`src/rtl/round_robin_arbiter.sv`:
```
// Round-robin arbiter: registered one-hot and binary grant.
// A hold timer forces rotation when other clients are waiting.
module round_robin_arbiter #(
  parameter int REQUESTERS = 16,
  parameter int INDEX      = 4,
  parameter int MAX_HOLD   = 8
) (
  input  logic                  Clk_I,
  input  logic                  Rst_N_I,
  input  logic [REQUESTERS-1:0] Req_I,
  output logic [REQUESTERS-1:0] Grant_O,
  output logic [INDEX-1:0]      Grant_Idx_O,
  output logic                  Grant_Valid_O
);

  localparam int HOLD_W = (MAX_HOLD > 1) ? $clog2(MAX_HOLD) : 1;
  localparam logic [HOLD_W-1:0] HOLD_LAST = HOLD_W'(MAX_HOLD - 1);

  typedef enum logic {IDLE, BUSY} state_t;

  state_t                state, state_nxt;
  logic [INDEX-1:0]      last_ptr, last_ptr_nxt;
  logic [HOLD_W-1:0]     hold_cnt, hold_cnt_nxt;
  logic [REQUESTERS-1:0] grant_nxt;
  logic [INDEX-1:0]      idx_nxt;
  logic                  valid_nxt;

  logic [REQUESTERS-1:0] others;
  logic [INDEX-1:0]      win_all, win_oth;
  logic                  cur_req, hold_done;

  // First set bit after ptr, wrapping; ptr itself is examined last.
  function automatic logic [INDEX-1:0] pick(input logic [REQUESTERS-1:0] req,
                                            input logic [INDEX-1:0]      ptr);
    logic [INDEX-1:0] win;
    logic             found;
    int               k;
    win   = ptr;
    found = 1'b0;
    for (int i = 1; i <= REQUESTERS; i++) begin
      k = (int'(ptr) + i) % REQUESTERS;
      if (!found && req[k]) begin
        win   = k[INDEX-1:0];
        found = 1'b1;
      end
    end
    return win;
  endfunction

  function automatic logic [REQUESTERS-1:0] onehot(input logic [INDEX-1:0] i);
    logic [REQUESTERS-1:0] v;
    v    = '0;
    v[i] = 1'b1;
    return v;
  endfunction

  assign others    = Req_I & ~onehot(last_ptr);
  assign cur_req   = Req_I[last_ptr];
  assign hold_done = (hold_cnt == HOLD_LAST);
  assign win_all   = pick(Req_I, last_ptr);
  assign win_oth   = pick(others, last_ptr);

  always_comb begin
    state_nxt    = state;
    last_ptr_nxt = last_ptr;
    hold_cnt_nxt = hold_cnt;
    grant_nxt    = Grant_O;
    idx_nxt      = Grant_Idx_O;
    valid_nxt    = Grant_Valid_O;
    case (state)
      IDLE: begin
        if (|Req_I) begin
          state_nxt    = BUSY;
          last_ptr_nxt = win_all;
          hold_cnt_nxt = '0;
          grant_nxt    = onehot(win_all);
          idx_nxt      = win_all;
          valid_nxt    = 1'b1;
        end
      end
      BUSY: begin
        // A release takes precedence over a simultaneous timeout.
        if (cur_req) begin
          if (hold_done && |others) begin
            last_ptr_nxt = win_oth;
            hold_cnt_nxt = '0;
            grant_nxt    = onehot(win_oth);
            idx_nxt      = win_oth;
          end else if (!hold_done) begin
            hold_cnt_nxt = hold_cnt + 1'b1;
          end
        end else if (|others) begin
          last_ptr_nxt = win_oth;
          hold_cnt_nxt = '0;
          grant_nxt    = onehot(win_oth);
          idx_nxt      = win_oth;
        end else begin
          state_nxt = IDLE;
          grant_nxt = '0;
          valid_nxt = 1'b0;
        end
      end
      default: state_nxt = IDLE;
    endcase
  end

  always_ff @(posedge Clk_I or negedge Rst_N_I) begin
    if (!Rst_N_I) begin
      state         <= IDLE;
      last_ptr      <= INDEX'(REQUESTERS - 1);
      hold_cnt      <= '0;
      Grant_O       <= '0;
      Grant_Idx_O   <= '0;
      Grant_Valid_O <= 1'b0;
    end else begin
      state         <= state_nxt;
      last_ptr      <= last_ptr_nxt;
      hold_cnt      <= hold_cnt_nxt;
      Grant_O       <= grant_nxt;
      Grant_Idx_O   <= idx_nxt;
      Grant_Valid_O <= valid_nxt;
    end
  end

endmodule
```
`config.mk`:
```
export PLATFORM = sky130hd
export DESIGN_NAME = round_robin_arbiter
export DESIGN_NICKNAME = d
export VERILOG_FILES = /design/src/rtl/round_robin_arbiter.sv
export SDC_FILE = /design/constraint.sdc
export NUM_CORES = 1
export LEC_CHECK = 0
export ABC_CLOCK_PERIOD_IN_PS = 6300
export CORE_MARGIN = 4
export CORE_UTILIZATION = 25
export CTS_BUF_LIST = sky130_fd_sc_hd__clkbuf_8 sky130_fd_sc_hd__clkbuf_16
export DETAILED_ROUTE_END_ITERATION = 8
export SYNTH_ARGS = -nofsm -noshare
export SYNTH_HDL_FRONTEND = slang
export SYNTH_SLANG_ARGS = --single-unit
```
`constraint.sdc`:
```
create_clock -name Clk_I -period 6.3 [get_ports Clk_I]
set_input_delay 1.26 -clock Clk_I [delete_from_list [all_inputs] [get_ports Clk_I]]
set_output_delay 1.26 -clock Clk_I [all_outputs]
set_load 0.01 [all_outputs]
```
======== Word-level counts from Yosys, hierarchy flattened ========
Index checks and enable logic that the tools add are counted.
storage, ports and cells
  word-level logic and storage cells ...... 347
  bits in registers ....................... 29
  output and inout bits ................... 21
cells by class
  bitwise gates (word level) .............. 19
  eq/ne operators ......................... 7
  add/sub/neg operators ................... 17
  $lt $le $gt $ge ......................... 22
  muxes and demuxes ....................... 190
  reductions and logical operators ........ 86
operators with widths
  operator               number
  $mux W4                36
  $bmux W1 S4            33
  $mux W1                104
  $lt A5 B6 Y1 const B   16
  $mux W16               4
  $reduce_or A4 Y1       16
  $logic_and A1 B1 Y1    34
  $add A4 B4 Y4 const B  8
  $pmux W16 S2           1
  $reduce_or A16 Y1      2
  $logic_not A1 Y1       30
  $add A4 B3 Y4 const B  4
  $and A1 B1 Y1 const A  16
  $and A16 B16 Y16       1
  $not A16 Y16           1
  $lt A4 B5 Y1 const B   3
  $mux W3                5
  $demux W1 S4           3
  $ge A4 B1 Y1 const B   3
  $reduce_and A3 Y1      3
  $add A4 B1 Y4 const B  2
  $add A4 B2 Y4 const B  2
  $pmux W4 S2            1
  $ne A2 B2 Y1 const B   3
  9 further kinds        10

======== Longest topological paths before layout ========
Gate-level depths: netlist of run 1.
  depth in word-level cells ............... 62
  gate-level depth with buffers ........... 21
  depth with buffers taken out ............ 13

======== Least setup slack after synthesis of run 1 ========
OpenSTA, ideal clock, no wires.
  kind .................................... flip-flop to flip-flop
  start ................................... reg last_ptr[1]
  end ..................................... reg Grant_O[0]
  clock period less this slack ............ 5520 ps
  path slack .............................. 780 ps
  data arrival time ....................... 5433 ps
  setup time .............................. 87 ps
  buffers on the path ..................... 7
  stages on the path, launching flop included .. 21
  path through ............................ dfstp_2 > buf_2 > clkbuf_1 > buf_2 > inv_1 > clkbuf_1 > ha_1 > buf_6 > clkbuf_1 > mux4_2 > mux2_4 > mux2_4 > or3_1 > buf_2 > nor4_4 > and3_1 > o22ai_1 > a41o_1 > a211oi_2 > or3b_1 > o211ai_1
between the ends
  word-level cells in the longest chain between the ends .. 62
ends and longest elaborated chain
  what                                                                       line    source
  start, declared                                                            22      logic [INDEX-1:0] last_ptr, last_ptr_nxt;
  start signal, assigned                                                     110     last_ptr <= INDEX'(REQUESTERS - 1);
  start signal, assigned                                                     117     last_ptr <= last_ptr_nxt;
  $lt A4 B5 Y1 (implied by the code) / $ge A4 B1 Y1 (equally long branches)  53      v[i] = 1'b1;
  $logic_and A1 B1 Y1 (implied by the code)                                  53
  $mux W1 (implied by the code)                                              53
  $demux W1 S4                                                               53
  $not A16 Y16                                                               57      assign others = Req_I & ~onehot(last_ptr);
  $and A16 B16 Y16                                                           57
  $bmux W1 S4                                                                42      if (!found && req[k]) begin
  $mux W1 (implied by the code) (2 in a row)                                 42
  [... 45 more ...]                                                          --
  $mux W4                                                                    42
  $lt A4 B5 Y1 (implied by the code) / $ge A4 B1 Y1 (equally long branches)  53
  $logic_and A1 B1 Y1 (implied by the code)                                  53
  $mux W1 (implied by the code)                                              53
  $demux W1 S4                                                               53
  $mux W16, on equally long branches                                         92, 84
  $mux W16                                                                   83      if (cur_req) begin
  $pmux W16 S2                                                               70      case (state)
  end signal, assigned                                                       119     Grant_O <= grant_nxt;
  end, declared                                                              11      output logic [REQUESTERS-1:0] Grant_O,
Several ways; a longest one is shown, not always the timed one. The select of a mux whose other input is x is not followed.
A chain may end at the register's enable or synchronous reset.

======== Worst setup path in the final report of run 1 ========
  start ................................... in Req_I[15]
  end ..................................... reg Grant_O[3]
between the ends
  word-level cells in the longest chain between the ends .. 57
ends and longest elaborated chain
  what                                                                       line    source
  start, declared                                                            10      input logic [REQUESTERS-1:0] Req_I,
  $and A16 B16 Y16                                                           57
  $bmux W1 S4                                                                42
  $mux W1 (implied by the code) (2 in a row)                                 42
  $mux W1                                                                    42
  $logic_not A1 Y1                                                           42
  $logic_and A1 B1 Y1                                                        42
  $mux W1                                                                    42
  $logic_not A1 Y1                                                           42
  [... 40 more ...]                                                          --
  $mux W4                                                                    42
  $lt A4 B5 Y1 (implied by the code) / $ge A4 B1 Y1 (equally long branches)  53
  $logic_and A1 B1 Y1 (implied by the code)                                  53
  $mux W1 (implied by the code)                                              53
  $demux W1 S4                                                               53
  $mux W16, on equally long branches                                         92, 84
  $mux W16                                                                   83
  $pmux W16 S2                                                               70
Several ways; a longest one is shown, not always the timed one. The select of a mux whose other input is x is not followed.

==> metrics.txt, run 1 <==
largest family of logic cells by synthesized area compound AO/OA/AOI/OAI gates; FF-to-FF setup slack 0.87 ns; Vias 6346; fillers 2391; Multi-input gate area 4730 sq um; Synth Area in Simple Gates 23.2%; # rows 55; residual DRC count 0; number of cells produced by synthesis 690; Critical R2R Capture Grant_Idx_O[2]$_DFFE_PN0P_; Net Count, Synth 723; Final setup viols 0; Die ar. 25500 sq um; clk root buf clkbuf_16; Worst Path Max Fanout 7; Buffers on Ports 38; crit path DAT 5.60 ns; drt pass-1 iters 6; Hold Path Depth 2; Die Y 160 microns; RSZ-0062 raised after global routing no; maxcap violations 0; min-delay worst type reg2reg; Synth Area per Inst 8.33 sq um; synth unique cells 81; fin. max-slew vios 0; Post-CTS Hold Buffers 0; Crit path largest cell delay 0.65 ns; final setup skew 0.00825 ns; synth cell count leaders nand2_1 (71), nor2_1 (49), mux4_2 (41), mux2i_1 (31), o21ai_0 (31); Post-CTS Setup Bufs 0; TritonCTS clock tree done; PostCTS Resize Cnt 0; CTS sink cnt 29; Seq. cell area 731 sq um; routed length per instance 22.3 microns; vias in the first global route 5932; clk buf depth 2; status complete, no violations; CP startpoint kind input port; first-pass GRT wire length 34.9 mm; Die X 160 microns; synth warn 0; Clk Latency, worst-skew pair 0.28 ns; WL final 22.5 mm; DRT antenna net count 0; top area cells in the synthesized netlist mux4_2 (16%), dfrtp_1 (11%), mux2i_1 (5.4%); number of CTS-inserted buffers 5; Final Wtd Congestion 0.970; layout cells sized above 1 16.4%; compound-gate portion of the synthesized area 28.5%; mux share of post-synthesis cell area 25.0%; FFs w/ async S/R, synth 100%; ant diodes 0; CP max-delay cell or4_1; Ports 39; core area 22600 sq um; hold violation count in the final report 0; count leader, synth nand2_1; XOR/XNOR Fraction of Synth Area 2.28%; delay-heaviest family, CP simple AND/OR/NAND/NOR gates; Max Clock Freq 183 MHz; Total Routing Usage GR 16.9%; CP cell instances clkdlybuf4s50_1 > a21boi_0 > a221oi_1 > or4_1 > mux2i_1 > nor2_1 > and4_1 > o311a_1 > nor4_1 > buf_4 > nand2b_1 > o21ai_0; Req. time, crit path 6.44 ns; Slew headroom 37.4%; sequential area share after synthesis 12.7%; reg2reg start last_ptr[0]$_DFFE_PN1P_; clock-pin slew on the worst setup and hold paths 0.04 ns; number of synthesized register bits 29; Synth Flop Type dfrtp_1; sum of negative setup slack 0 ns; Starting Density 25.4%; Post-Synth Adder-Cell Area 3.26%; Period Utilization, post-route 86.6%; Util after Layout 29.5%; Worst Hold Endpoint Grant_O[14]$_DFFE_PN0P_; Synth top area share 16.1%; dpl hpwl 17.3 mm; H-tree depth 2; Post-synth EDFFs 0; worst reg2reg path depth 13; Final Critical Period 5.46 ns; largest net degree at the start of global routing 45; Area Overhead vs Synth 16.1%; initial antenna violation count 0; sum of buffers and inverters on the critical path 2; Overflow after GRT 0; crit path kind in2reg; mapped cell area 5750 sq um; crit path capture type flip-flop; fin nets 756; Worst-Margin Slew 0.936 ns; area leader, netlist mux4_2; vias per inst 6.29; DR iter-0 viols 757; hold_sp Grant_O[14]$_DFFE_PN0P_
cell families (layout without fill, tap and decap cells):
| logic type | after synthesis | in the layout |
|---|---|---|
| buffers and inverters | 66 | 100 |
| xor gates and xnor gates | 15 | 15 |
| and+or+nand+nor | 252 | 252 |
| AOI/OAI and AO/OA | 224 | 224 |
| adders and majority gates | 15 | 15 |
| DFF | 29 | 29 |
| muxes | 89 | 89 |
registers in the layout, indices dropped and copies added, names as in the netlist:
register and cells:
Grant_Idx_O 4, Grant_O 16, Grant_Valid_O 1, hold_cnt 3, last_ptr 4, state 1
worst max path at each step:
stage / start / to / slack (ns) / depth (start not counted)
6_report: Req_I[15] / Grant_O[3]$_DFFE_PN0P_ / 0.84 / 12
5_1_grt: last_ptr[0]$_DFFE_PN1P_ / Grant_O[13]$_DFFE_PN0P_ / 0.68 / 13
4_1_cts: Req_I[3] / Grant_O[8]$_DFFE_PN0P_ / 0.94 / 13
3_5_place_dp: Req_I[3] / Grant_O[8]$_DFFE_PN0P_ / 0.65 / 13
3_3_place_gp: Req_I[1] / Grant_O[8]$_DFFE_PN0P_ / 0.64 / 13
2_1_floorplan: last_ptr[1]$_DFFE_PN1P_ / Grant_O[0]$_DFFE_PN0P_ / 0.78 / 20
layer usage:
layer | share of wire [%] | track usage [%] | wire, microns | vias to the layer above
met5 | 0 | 0 | 0 | -
met1 | 42 | 23.3 | 9480 | 3056
met2 | 44 | 26.7 | 9850 | 386
met3 | 8.5 | 2.48 | 1900 | 95
met4 | 5.5 | 6.90 | 1220 | 0
li1 | - | - | - | 2809
worst min-delay path: cells and delay by family (launching register included):
family	cells	cell delay, ns
AO/OA/AOI/OAI	1	0.07
AND/OR/NAND/NOR	1	0.05
flip-flops	1	0.33
layout by cell type (no fill, tap or decap), types with 11 or more instances in the layout:
master            n
ha_1             15
nand3_1          18
o21ai_0          31
mux2i_1          31
clkdlybuf4s50_1  38
a221oi_1         19
a21oi_1          26
and2_1           14
xnor2_1          12
mux4_2           41
nor2_1           49
inv_1            20
mux2_2           13
a21boi_0         14
a32oi_1          12
nor3_1           14
dfrtp_1          25
nand2_1          71
buf_4            30
o211ai_1         23
nand2b_1         11
through the flow:
step	std cells	setup slack (ns)	cell area, sq um	hold WS (ns)
6_report	1009	0.841	6680	0.494
5_1_grt	1009	0.684	6680	0.538
3_3_place_gp	1001	0.641	6530	0.489
4_1_cts	1009	0.940	6680	0.495
3_5_place_dp	1001	0.650	6530	0.482
2_1_floorplan	690	0.780	5750	0.485
final cells by class:
type                    count  share of cell area, %
repair buffers             69                   9.37
inverters                  23                   1.29
well taps                 285                   5.34
flip-flops and latches     29                   10.9
clock inverters             2                  0.112
multi-input cells         595                   70.9
clock buffers               6                   2.08
Power of run 1 is left out: the tool's default activity adds up to more than one toggle a clock period on the data nets, which glitch-free logic cannot reach.
==> run 2: changes to the inputs <==
--- a/config.mk
+++ b/config.mk
@@ -6,10 +6,13 @@
 export NUM_CORES = 1
 export LEC_CHECK = 0
 export ABC_CLOCK_PERIOD_IN_PS = 6300
+export CELL_PAD_IN_SITES_DETAIL_PLACEMENT = 0
+export CELL_PAD_IN_SITES_GLOBAL_PLACEMENT = 1
 export CORE_MARGIN = 4
 export CORE_UTILIZATION = 25
 export CTS_BUF_LIST = sky130_fd_sc_hd__clkbuf_8 sky130_fd_sc_hd__clkbuf_16
 export DETAILED_ROUTE_END_ITERATION = 8
+export PLACE_DENSITY_LB_ADDON = 0.1
 export SYNTH_ARGS = -nofsm -noshare
 export SYNTH_HDL_FRONTEND = slang
 export SYNTH_SLANG_ARGS = --single-unit
==> metrics.txt, run 2 (synthesis gave the netlist of run 1 again) <==
Area Overhead vs Synth 16.6%; fin nets 762; Final setup viols 0; DRT antenna net count 0; worst reg2reg path depth 14; residual DRC count 0; Clk Latency, worst-skew pair 0.27 ns; Overflow after GRT 0; max reg flops 16; DR iter-0 viols 613; vias in the first global route 6152; Largest regs Grant_O: 16 flops, Grant_Idx_O: 4 flops, last_ptr: 4 flops; status complete, no violations; Req. time, crit path 6.44 ns; min-delay worst type reg2reg; RSZ-0062 raised after global routing no; CP startpoint kind input port; dpl ws 0.485 ns; H-tree depth 2; # rows 55; maxcap violations 0; hold slack 0.501 ns; reg2reg start last_ptr[2]$_DFFE_PN1P_; routed length per instance 25.4 microns; initial antenna violation count 0; largest net degree at the start of global routing 36; Total Routing Usage GR 19.6%; Final Critical Period 5.58 ns; crit path capture type flip-flop; core area 22600 sq um; Buffers on Ports 38; TritonCTS clock tree done; first-pass GRT wire length 39.3 mm; ant diodes 0; commonest cells after routing, fill and taps aside nand2_1 (71), nor2_1 (49), mux4_2 (41), clkdlybuf4s50_1 (38), buf_4 (37); hold_sp Grant_O[1]$_DFFE_PN0P_; Period Utilization, post-route 88.6%; Crit path largest cell delay 0.77 ns; PostCTS Resize Cnt 0; Die Y 160 microns; Worst-Margin Slew 0.917 ns; FF-to-FF setup slack 0.73 ns; crit path kind in2reg; crit path DAT 5.72 ns; sum of negative setup slack 0 ns; drt pass-1 iters 5; delay-heaviest family, CP compound AO/OA/AOI/OAI gates; Max Clock Freq 179 MHz; Worst Hold Endpoint Grant_O[1]$_DFFE_PN0P_; Hold Path Depth 2; Starting Density 25.4%; clk root buf clkbuf_16; clock-pin slew on the worst setup and hold paths 0.05 ns; hold violation count in the final report 0; Die ar. 25500 sq um; Final Wtd Congestion 0.919; Post-CTS Setup Bufs 0; Vias 6193; number of CTS-inserted buffers 5; CP cell instances clkdlybuf4s50_1 > a21boi_0 > a221oi_1 > or4_1 > mux2i_1 > a2111oi_0 > o211ai_1 > a32oi_1 > nor4_1 > buf_4 > nand2b_1 > o211ai_1; Post-CTS Hold Buffers 0; dpl hpwl 20.1 mm; Die X 160 microns; fin. max-slew vios 0; Critical R2R Capture Grant_O[2]$_DFFE_PN0P_; CTS sink cnt 29; CP max-delay cell a21boi_0; sum of buffers and inverters on the critical path 2; layout cells sized above 1 17.1%; final setup skew 0.00969 ns; most flop-heavy register Grant_O; Ports 39; vias per inst 6.11; cell with the most instances on the worst path o211ai_1; WL final 25.7 mm; Worst Path Max Fanout 7; Slew headroom 38.3%; Setup WS post-layout 0.717 ns; leading cell type in the layout, fill and taps excluded nand2_1; clk buf depth 2
run 2: per-stage QoR:
| stage | utilization, % | area [sq um] | std cells |
|---|---|---|---|
| 3_5_place_dp | 29.0 | 6560 | 1007 |
| 6_report | 29.6 | 6710 | 1014 |
| 4_1_cts | 29.6 | 6710 | 1014 |
| 5_1_grt | 29.6 | 6710 | 1014 |
| 3_3_place_gp | 29.0 | 6560 | 1007 |
| 2_1_floorplan | - | 5750 | 690 |
run 2: tightest hold or removal path, cell delays in order (launching register included):
cell	delay [ns]
dfrtp_1	0.34
nand2_1	0.05
o211ai_1	0.07
run 2: area by class of cell:
type	instances	area, sq um
repair buffers	75	658
clock buffers	6	139
multi-input cells	595	4730
inverters	23	86.3
fillers	2426	15900
well taps	285	357
clock inverters	1	3.75
flip-flops and latches	29	731
run 2: how the worst max path moves through the flow:
stage / start / to / slack (ns) / depth (start not counted)
6_report: Req_I[3] / Grant_O[2]$_DFFE_PN0P_ / 0.72 / 12
3_3_place_gp: Req_I[3] / Grant_O[2]$_DFFE_PN0P_ / 0.39 / 12
2_1_floorplan: last_ptr[1]$_DFFE_PN1P_ / Grant_O[0]$_DFFE_PN0P_ / 0.78 / 20
4_1_cts: Req_I[3] / Grant_O[2]$_DFFE_PN0P_ / 0.75 / 12
3_5_place_dp: Req_I[3] / Grant_O[2]$_DFFE_PN0P_ / 0.49 / 12
5_1_grt: last_ptr[2]$_DFFE_PN1P_ / Grant_O[3]$_DFFE_PN0P_ / 0.40 / 14
run 2: layer usage:
layer / routed length [microns] / GRT usage [%]
met4: 503 / 4.02
met3: 1470 / 2.43
met5: 0 / 0
met2: 11600 / 30.9
met1: 12100 / 28.8
Power of run 2 is left out for the same reason.
==> run 3: changes to the inputs <==
--- a/config.mk
+++ b/config.mk
@@ -11,6 +11,7 @@
 export CORE_MARGIN = 4
 export CORE_UTILIZATION = 25
 export CTS_BUF_LIST = sky130_fd_sc_hd__clkbuf_8 sky130_fd_sc_hd__clkbuf_16
+export CTS_CLUSTER_SIZE = 25
 export DETAILED_ROUTE_END_ITERATION = 8
 export PLACE_DENSITY_LB_ADDON = 0.1
 export SYNTH_ARGS = -nofsm -noshare
==> results of run 3 <==
The final DEF is identical to that of run 2; final timing and power are the same.
Power of run 3 is left out for the same reason.
